===== src/rtl/mips_pkg.sv =====
// Shared encodings for the multi-cycle MIPS core.
// Redirect kinds, PC-stage FSM states and word size.
package mips_pkg;

    typedef enum logic [1:0] {
        REDIR_NONE = 2'b00,
        REDIR_BR   = 2'b01,
        REDIR_J    = 2'b10,
        REDIR_JR   = 2'b11
    } redir_t;

    typedef enum logic [1:0] {
        S_HOLD = 2'b00,
        S_RUN  = 2'b01,
        S_HALT = 2'b10
    } state_t;

    localparam int WORD_BYTES = 4;

endpackage


===== src/rtl/pc_sequencer_strobe_edge.sv =====
// Rising-edge detector for a level strobe from the stage controller.
// The edge is visible in the same cycle the strobe first reads high.
module strobe_edge (
    input  logic clk,
    input  logic rst_n,
    input  logic d,
    output logic rise
);

    logic q;

    always_ff @(posedge clk or negedge rst_n) begin
        if (!rst_n) q <= 1'b0;
        else        q <= d;
    end

    assign rise = d & ~q;

endmodule


===== src/rtl/pc_sequencer.sv =====
// Program-counter stage: PC+4 stepping, EXE redirects,
// retired-instruction counting and self-loop halt detection.
module pc_sequencer
    import mips_pkg::*;
#(
    parameter int                ADDR_W       = 32,
    parameter logic [ADDR_W-1:0] RESET_VECTOR = '0,
    parameter int                CNT_W        = 32
) (
    input  logic              clk,
    input  logic              rst_n,
    input  logic              pc_clk,
    input  logic              reset_clk,
    input  logic              done_tick,
    input  logic [1:0]        redir_kind,
    input  logic [25:0]       redir_imm,
    input  logic [ADDR_W-1:0] redir_reg,
    output logic [ADDR_W-1:0] pc,
    output logic [ADDR_W-1:0] pc_plus4,
    output logic              pc_update,
    output logic [CNT_W-1:0]  instr_count,
    output logic              halted,
    output logic              align_err
);

    localparam logic [ADDR_W-1:0] STEP   = ADDR_W'(WORD_BYTES);
    localparam logic [ADDR_W-1:0] J_MASK = ADDR_W'(28'hFFF_FFFF);

    state_t            state, state_n;
    redir_t            kind;
    logic              inc_ev, ret_ev;
    logic [ADDR_W-1:0] base, target, br_off, pc_n;
    logic [CNT_W-1:0]  cnt_n;
    logic              upd_n, aerr_n;

    strobe_edge u_inc (
        .clk  (clk),
        .rst_n(rst_n),
        .d    (pc_clk),
        .rise (inc_ev)
    );

    strobe_edge u_ret (
        .clk  (clk),
        .rst_n(rst_n),
        .d    (done_tick),
        .rise (ret_ev)
    );

    assign kind     = redir_t'(redir_kind);
    assign pc_plus4 = pc + STEP;
    assign halted   = (state == S_HALT);

    // A concurrent increment makes pc+4 the base for both target and halt compare.
    always_comb begin
        base   = inc_ev ? pc_plus4 : pc;
        br_off = {{(ADDR_W-18){redir_imm[15]}}, redir_imm[15:0], 2'b00};
        case (kind)
            REDIR_BR: target = base + br_off;
            REDIR_J:  target = (base & ~J_MASK) | ADDR_W'({redir_imm, 2'b00});
            REDIR_JR: target = {redir_reg[ADDR_W-1:2], 2'b00};
            default:  target = base;
        endcase
    end

    always_comb begin
        state_n = state;
        pc_n    = pc;
        cnt_n   = instr_count;
        upd_n   = 1'b0;
        aerr_n  = align_err;
        if (reset_clk) begin
            state_n = S_HOLD;
            pc_n    = RESET_VECTOR;
            cnt_n   = '0;
        end else begin
            case (state)
                S_HOLD: begin
                    state_n = S_RUN;
                    pc_n    = RESET_VECTOR;
                end
                S_RUN: begin
                    if (ret_ev) cnt_n = instr_count + CNT_W'(1);
                    if (kind != REDIR_NONE) begin
                        pc_n  = target;
                        upd_n = 1'b1;
                        if (target == base - STEP) state_n = S_HALT;
                        if (kind == REDIR_JR && redir_reg[1:0] != 2'b00)
                            aerr_n = 1'b1;
                    end else if (inc_ev) begin
                        pc_n  = pc_plus4;
                        upd_n = 1'b1;
                    end
                end
                S_HALT: state_n = S_HALT;
                default: state_n = S_HOLD;
            endcase
        end
    end

    always_ff @(posedge clk or negedge rst_n) begin
        if (!rst_n) begin
            state       <= S_HOLD;
            pc          <= RESET_VECTOR;
            instr_count <= '0;
            pc_update   <= 1'b0;
            align_err   <= 1'b0;
        end else begin
            state       <= state_n;
            pc          <= pc_n;
            instr_count <= cnt_n;
            pc_update   <= upd_n;
            align_err   <= aerr_n;
        end
    end

endmodule

===== config.mk =====
export PLATFORM = sky130hd
export DESIGN_NAME = pc_sequencer
export DESIGN_NICKNAME = d
export VERILOG_FILES = /design/src/rtl/mips_pkg.sv /design/src/rtl/pc_sequencer_strobe_edge.sv /design/src/rtl/pc_sequencer.sv
export SDC_FILE = /design/constraint.sdc
export NUM_CORES = 1
export LEC_CHECK = 0
export CAP_MARGIN = 20
export CORE_MARGIN = 2
export CORE_UTILIZATION = 50
export DETAILED_ROUTE_END_ITERATION = 10
export PLACE_DENSITY = 0.78
export SLEW_MARGIN = 5
export SYNTH_ARGS = -nofsm -noshare
export SYNTH_HDL_FRONTEND = slang
export SYNTH_HIERARCHICAL = 1
export SYNTH_SLANG_ARGS = --single-unit

===== constraint.sdc =====
create_clock -name clk -period 7 [get_ports clk]
set_input_delay 1.05 -clock clk [delete_from_list [all_inputs] [get_ports clk]]
set_output_delay 1.05 -clock clk [all_outputs]
set_load 0.01 [all_outputs]

Word level (Yosys, flattened, before mapping)
Index checks and enable logic that the tools add are counted.
Storage, ports and cells
  output and inout port bits: 99
  bits of input ports: 65
  register bits: 70
  word-level logic and storage cells: 51
Operators by class
  bitwise gates (word level): 6
  multiplexer cells: 16
  $add $sub $neg: 4
  equality and inequality tests: 8
  reductions and logical operators: 10
Operator list (number)
  32-bit two-way mux: 6
  32-bit one-hot mux with 3 select lines: 1
  32-bit one-hot mux with 2 select lines: 1
  32-bit by 1-bit adder with 32-bit output, second input constant: 1
  32-bit by 3-bit adder with 32-bit output, second input constant: 1
  32-bit adder: 1
  32-bit == test: 1
  32-bit by 28-bit OR with 32-bit output: 1
  32-bit by 3-bit subtractor with 32-bit output, second input constant: 1
  2-bit nonzero test: 4
  2-bit == test, second input constant: 3
  2-bit two-way mux: 3
  3-bit != test, second input constant: 2
  2-bit one-hot mux with 3 select lines: 1
  2-bit by 1-bit == test with 1-bit output, second input constant: 2
  1-bit two-way mux: 4
  2-bit AND reduction: 2
  4-bit AND reduction: 1
  1-bit NOT: 3
  3-bit nonzero test: 1
  1-bit AND: 2
  2-bit logical NOT: 1
  1-bit logical AND: 1

Logic depth before layout (Yosys ltp)
Gate-level depths: netlist of the first run.
  depth after elaboration: 10
  gate-level depth with buffers: 21
  gate-level depth less buffers: 19

By module
The synthesis of the first run kept the hierarchy.
By module, submodules not included
  pc_sequencer: area an instance 7975.1 sq um, cells each 1020, sequential area each 1701.6 sq um, times used 1
  strobe_edge: area an instance 38.8 sq um, cells each 2, sequential area each 25.0 sq um, times used 2

Worst setup path before layout of the first run
OpenSTA, ideal clock, no wires.
  path type: input port to flip-flop
  from: input pc_clk
  to: register state[0]
  arrival time: 4.967 ns
  stages on the path: 18
  setup time: 0.129 ns
  path slack: 1.904 ns
  data required time: 6.871 ns
  buffers on the path: 2
  cell sequence: nor2b_4 > clkbuf_1 > nand4_1 > nor2_1 > xor2_1 > ha_1 > clkbuf_1 > nand3_1 > a311oi_1 > a21o_1 > a21oi_1 > o311ai_0 > mux2i_1 > xor2_1 > nor4_1 > and4b_1 > a41oi_2 > mux2i_1
Between the ends
  longest elaborated chain between the ends: 7
  elaborated cells between the ends (all ways): 9
  those cells by class: 2 x add/sub; 2 x eq/ne; 2 x mux; 2 x bitwise; 1 x reduce/logical
Ends and longest elaborated chain
  start, declared: line pc_sequencer.sv:12  | input logic pc_clk,
  1-bit AND (*): line pc_sequencer_strobe_edge.sv:17  | assign rise = d & ~q;
  32-bit two-way mux (*)
  32-bit adder / 32-bit by 28-bit OR with 32-bit output (equally long branches): line pc_sequencer.sv:59, pc_sequencer.sv:60
  32-bit one-hot mux with 3 select lines: line pc_sequencer.sv:58  | case (kind)
  32-bit == test (*): line pc_sequencer.sv:87  | if (target == base - STEP) state_n = S_HALT;
  3-bit != test (no source line) (*)
  2-bit AND reduction (no source line) (*)
  end signal, assigned: line pc_sequencer.sv:109  | state <= state_n;
  end, declared: line pc_sequencer.sv:29  | state_t state, state_n;
Mark *: on every way between the ends. The rest lies on a longest branch, timed or not.
A chain may end at the register's enable or synchronous reset.

Worst setup path in the final report of the first run
  from: input pc_clk
  to: register state[1]
Between the ends
  longest elaborated chain between the ends: 7
  elaborated cells between the ends (all ways): 9
  those cells by class: 2 x add/sub; 2 x eq/ne; 2 x mux; 2 x bitwise; 1 x reduce/logical
Ends and longest elaborated chain
  1-bit AND (*): line pc_sequencer_strobe_edge.sv:17
  net inc_ev: line pc_sequencer.sv:31  | logic inc_ev, ret_ev;
  32-bit two-way mux (*)
  32-bit adder / 32-bit by 28-bit OR with 32-bit output (equally long branches): line pc_sequencer.sv:59, pc_sequencer.sv:60
  32-bit one-hot mux with 3 select lines: line pc_sequencer.sv:58
  32-bit == test (*): line pc_sequencer.sv:87
  3-bit != test (no source line) (*)
  2-bit AND reduction (no source line) (*)
Mark *: on every way through the listed nets, which the timed path passes. The rest lies on a longest branch.

==> out/metrics.cfg, run 1 <==
[status]
status=complete, no violations

[power]
p_leak_uw=0.00422
netSwitchingFraction_pct=44.7
p_switching_uw=1090
power.internal_uw=1340
power_density_nw_per_um2=241
worst_ir_drop_vdd_uv=125
p_seq_share_pct=22.2
pwr-share-comb_pct=60.2
clock_power_share_pct=17.6

[cells_and_area]
final.fill_count=1377
fin_area_um2=10100
multi_input_comb_area_um2=5920
area_delta_synth_final_pct=25.1
drive_gt1_share_pct=6.15
diodes=0
seq_area_um2=1750
final_util_pct=63.6
fin_nets=1255

[synthesis]
synth_top_cell_by_area=dfrtp_1
async_flop_share_pct=100
synth.cell_area_um2=8050
synth_compound_area_share_pct=18.1
yosysSeqAreaShare_pct=21.8
synthesis.nets=1128
ys_seq_elements=70
synth_fa_ha_area_share_pct=6.15
synth_top_family_by_area=simple AND/OR/NAND/NOR gates
synth_xor_area_share_pct=17.0
synth_cells=1024
synthMuxAreaShare_pct=5.83
yosysWarnings=6
synth_ff_type=dfrtp_1
netlist_top_cells_area=dfrtp_1 22%, xnor2_1 8.4%, xor2_1 8.0%, ha_1 5.9%, nand2_1 5.6%
synthSimpleGateAreaFrac_pct=26.4
avgSynthCellArea_um2=7.86
yosysTopAreaCellShare_pct=21.8
yosysUniqueCellTypes=80
synth-edff-count=0

[floorplanning]
num_rows=46
die_area_um2=17100
initial_utilization_pct=50.9
die_h_um=131
core_um2=15800
io_pins=164
die_w_um=131

[place]
gp_congestion=0.991
io_buffers=163
placed_area_um2=9800
dp_hpwl_mm=20.6
preCtsSetupSlack_ns=0.482

[setup_path]
slowest_delay_ns=0.62
cpMostUsedCell=nor2_1
r2r_cells=18
cp.arrival_ns=6.63
worst_setup_path_start_kind=input port
startpoint=pc_clk
crit_cells=20
crit_fanout=17
critPathTopFamily=simple AND/OR/NAND/NOR gates
critPathSlowestCell=a2111oi_0
ff2ff_setup_slack_ns=1.21
r2r-start=pc[2]
cp-endpoint=state[1]
r2r_end=state[1]
criticalPathCategory=in -> reg
crit_chain=clkdlybuf4s50_1, nor2b_4, nand4_1, nor2_1, and3_1, xnor2_1, inv_1, ha_1, nand3_1, a2111oi_1, nand3b_1, o211ai_1, nor3_1, a2111oi_0, o31ai_1, xor2_1, nor2_1, and4_1, a41oi_2, mux2i_1
required_ns=7.25
end_kind=flop
worst-path-buf-inv=2

[drt]
drtPass1Iterations=5
vias_per_cell=6.05
routedWlPerCell_um=19.2
drc_errors=0
drtAntennaViolNets=0
drt_iter0_drc=718
num_vias=8291
wirelength_mm=26.4

[timing]
slew_headroom_pct=31.2
finalSetupViolCount=0
post-route-min-period_ns=6.38
fin_ws_ns=0.623
drv_slew=0
finalCritPeriodShare_pct=91.1
hold_viol=0
fmax_mhz=157
tightest_slew_ns=1.03
whs_ns=0.493
rsz0062_at_grt=false
fin_tns_setup_ns=0
skew_ns=0.00925

[clock_network]
clock_latency_ns=0.34
cts.clk_slew.worst_paths_ns=0.06
clockRootBuffer=clkbuf_16
cts_made_buffers=9
post_cts_resize_count=0
cts_tree=yes
htreeDepth=3
clk_path_buf_depth=2
cts_setup_buffers=0
cts-hold-fix-buffers=0
numClockSinks=70

[grt]
grt_pass1_wl_mm=41.4
antenna_found_initial=0
grt_pass1_vias=7720
grt_max_degree=71
overflow=0
track_usage_pct=30.9

[flow_run]
drv_cap=0

[min_path]
hold_class=reg -> reg

==> cell usage in the layout, fill, tap and decap left out, types with 6 or more instances in the layout <==
cell type,instances
nor3_1,28
o21ai_0,41
mux4_2,9
nand3_1,36
nor2b_1,8
nand2b_1,13
and2_1,11
a21oi_1,53
mux2i_1,21
inv_1,28
clkdlybuf4s50_1,161
nand2_1,120
xnor2_1,77
and4_1,7
or3_1,10
xor2_1,74
o22ai_1,8
a31oi_1,6
ha_1,38
buf_4,17
nor2_1,95
o211ai_1,7
o31ai_1,10
and3_1,17
nand4_1,34
nor4_1,9
dfrtp_1,70
o21bai_1,6
o221ai_1,6
a22o_1,20
clkbuf_16,9
a21o_1,11
==> synthesized netlist by cell type (3+ instances only) <==
cell type,n
nor3_1,29
a21o_1,11
nor2b_1,8
nand3_1,36
mux2_2,5
inv_1,28
o211ai_1,7
o22ai_1,8
xnor2_1,77
and3_1,17
o41ai_1,3
a21oi_1,53
nand4_1,34
or4_1,3
and2_1,11
or3_1,10
dfrtp_1,70
o21ai_0,41
xnor2_2,3
nand2b_1,13
xor2_1,74
buf_2,20
o2111ai_1,3
and4_1,7
mux4_2,9
mux2i_1,21
buf_1,6
buf_4,4
o21bai_1,6
a22o_1,20
a211oi_1,5
a31oi_1,6
nor2_1,95
and4b_1,4
o31ai_1,10
a22oi_1,3
o21a_1,5
ha_1,38
nor4_1,9
nand3b_1,4
a221oi_1,3
clkbuf_1,34
nand2_1,120
o221ai_1,6
==> kinds of logic (layout without fill, tap and decap cells) <==
family / after synthesis / count (layout)
fa+ha+maj: 39 / 39
flops: 70 / 70
simple gates: 417 / 417
compound gates: 216 / 216
mux: 35 / 35
xor+xnor: 154 / 154
buf+inv: 93 / 224
==> area by class of cell <==
type | instances | area share, %
multi-input combinational | 861 | 58.7
sequential | 70 | 17.4
timing repair buffer | 180 | 17.4
tap | 216 | 2.68
clock buffer | 10 | 2.37
inverter | 29 | 1.08
clock inverter | 5 | 0.360
==> worst min path at each step <==
stage	start	endpoint	cells after the start	slack [ns]
floorplan	align_err	align_err	2	0.50
finish	align_err	align_err	2	0.49
detailed placement	align_err	align_err	2	0.48
CTS	align_err	align_err	2	0.49
global route	align_err	align_err	2	0.53
global placement	align_err	align_err	2	0.46
==> power by group through the flow <==
stage	sequential [uW]	clock, uW	combinational (uW)
4_1_cts	537	428	1440
3_5_place_dp	544	0	1430
5_1_grt	548	444	1600
2_1_floorplan	494	0	1040
3_3_place_gp	543	0	1420
6_report	541	427	1460
==> through the flow <==
step | power [uW] | cells
after floorplan | 1540 | 1024
after global placement | 1960 | 1356
after detailed placement | 1980 | 1356
after CTS | 2410 | 1371
after global routing | 2590 | 1371
final | 2430 | 1371
==> tightest hold or removal path, delay by kind of cell (launching register included) <==
family | cells | cell delay (ns)
buf+inv | 1 | 0.05
compound gates | 1 | 0.05
flops | 1 | 0.36
==> per-layer routing <==
layer / routed length [um] / global-route usage (%)
met1: 11900 / 44.7
met2: 12000 / 49.0
met3: 1990 / 3.58
met4: 508 / 8.07
met5: 0 / 0
==> sequential cells by signal, indices dropped and copies added (netlist names) <==
name	cells
instr_count	32
pc	32
pc_update	1
u_inc/q	1
state	2
u_ret/q	1
align_err	1
Power figures use the tool's default switching activity.
==> run 2: changes to the inputs <==
--- a/config.mk
+++ b/config.mk
@@ -10,7 +10,7 @@
 export CORE_UTILIZATION = 50
 export DETAILED_ROUTE_END_ITERATION = 10
 export PLACE_DENSITY = 0.78
-export SLEW_MARGIN = 5
+export SLEW_MARGIN = 20
 export SYNTH_ARGS = -nofsm -noshare
 export SYNTH_HDL_FRONTEND = slang
 export SYNTH_HIERARCHICAL = 1
==> results of run 2 <==
No change in the layout: final DEF, timing and power equal those of run 1.
==> run 3: changes to the inputs <==
--- a/config.mk
+++ b/config.mk
@@ -10,6 +10,7 @@
 export CORE_UTILIZATION = 50
 export DETAILED_ROUTE_END_ITERATION = 10
 export PLACE_DENSITY = 0.78
+export SKIP_CTS_REPAIR_TIMING = 1
 export SLEW_MARGIN = 20
 export SYNTH_ARGS = -nofsm -noshare
 export SYNTH_HDL_FRONTEND = slang
==> results of run 3 <==
No change in the layout: final DEF, timing and power equal those of run 1.
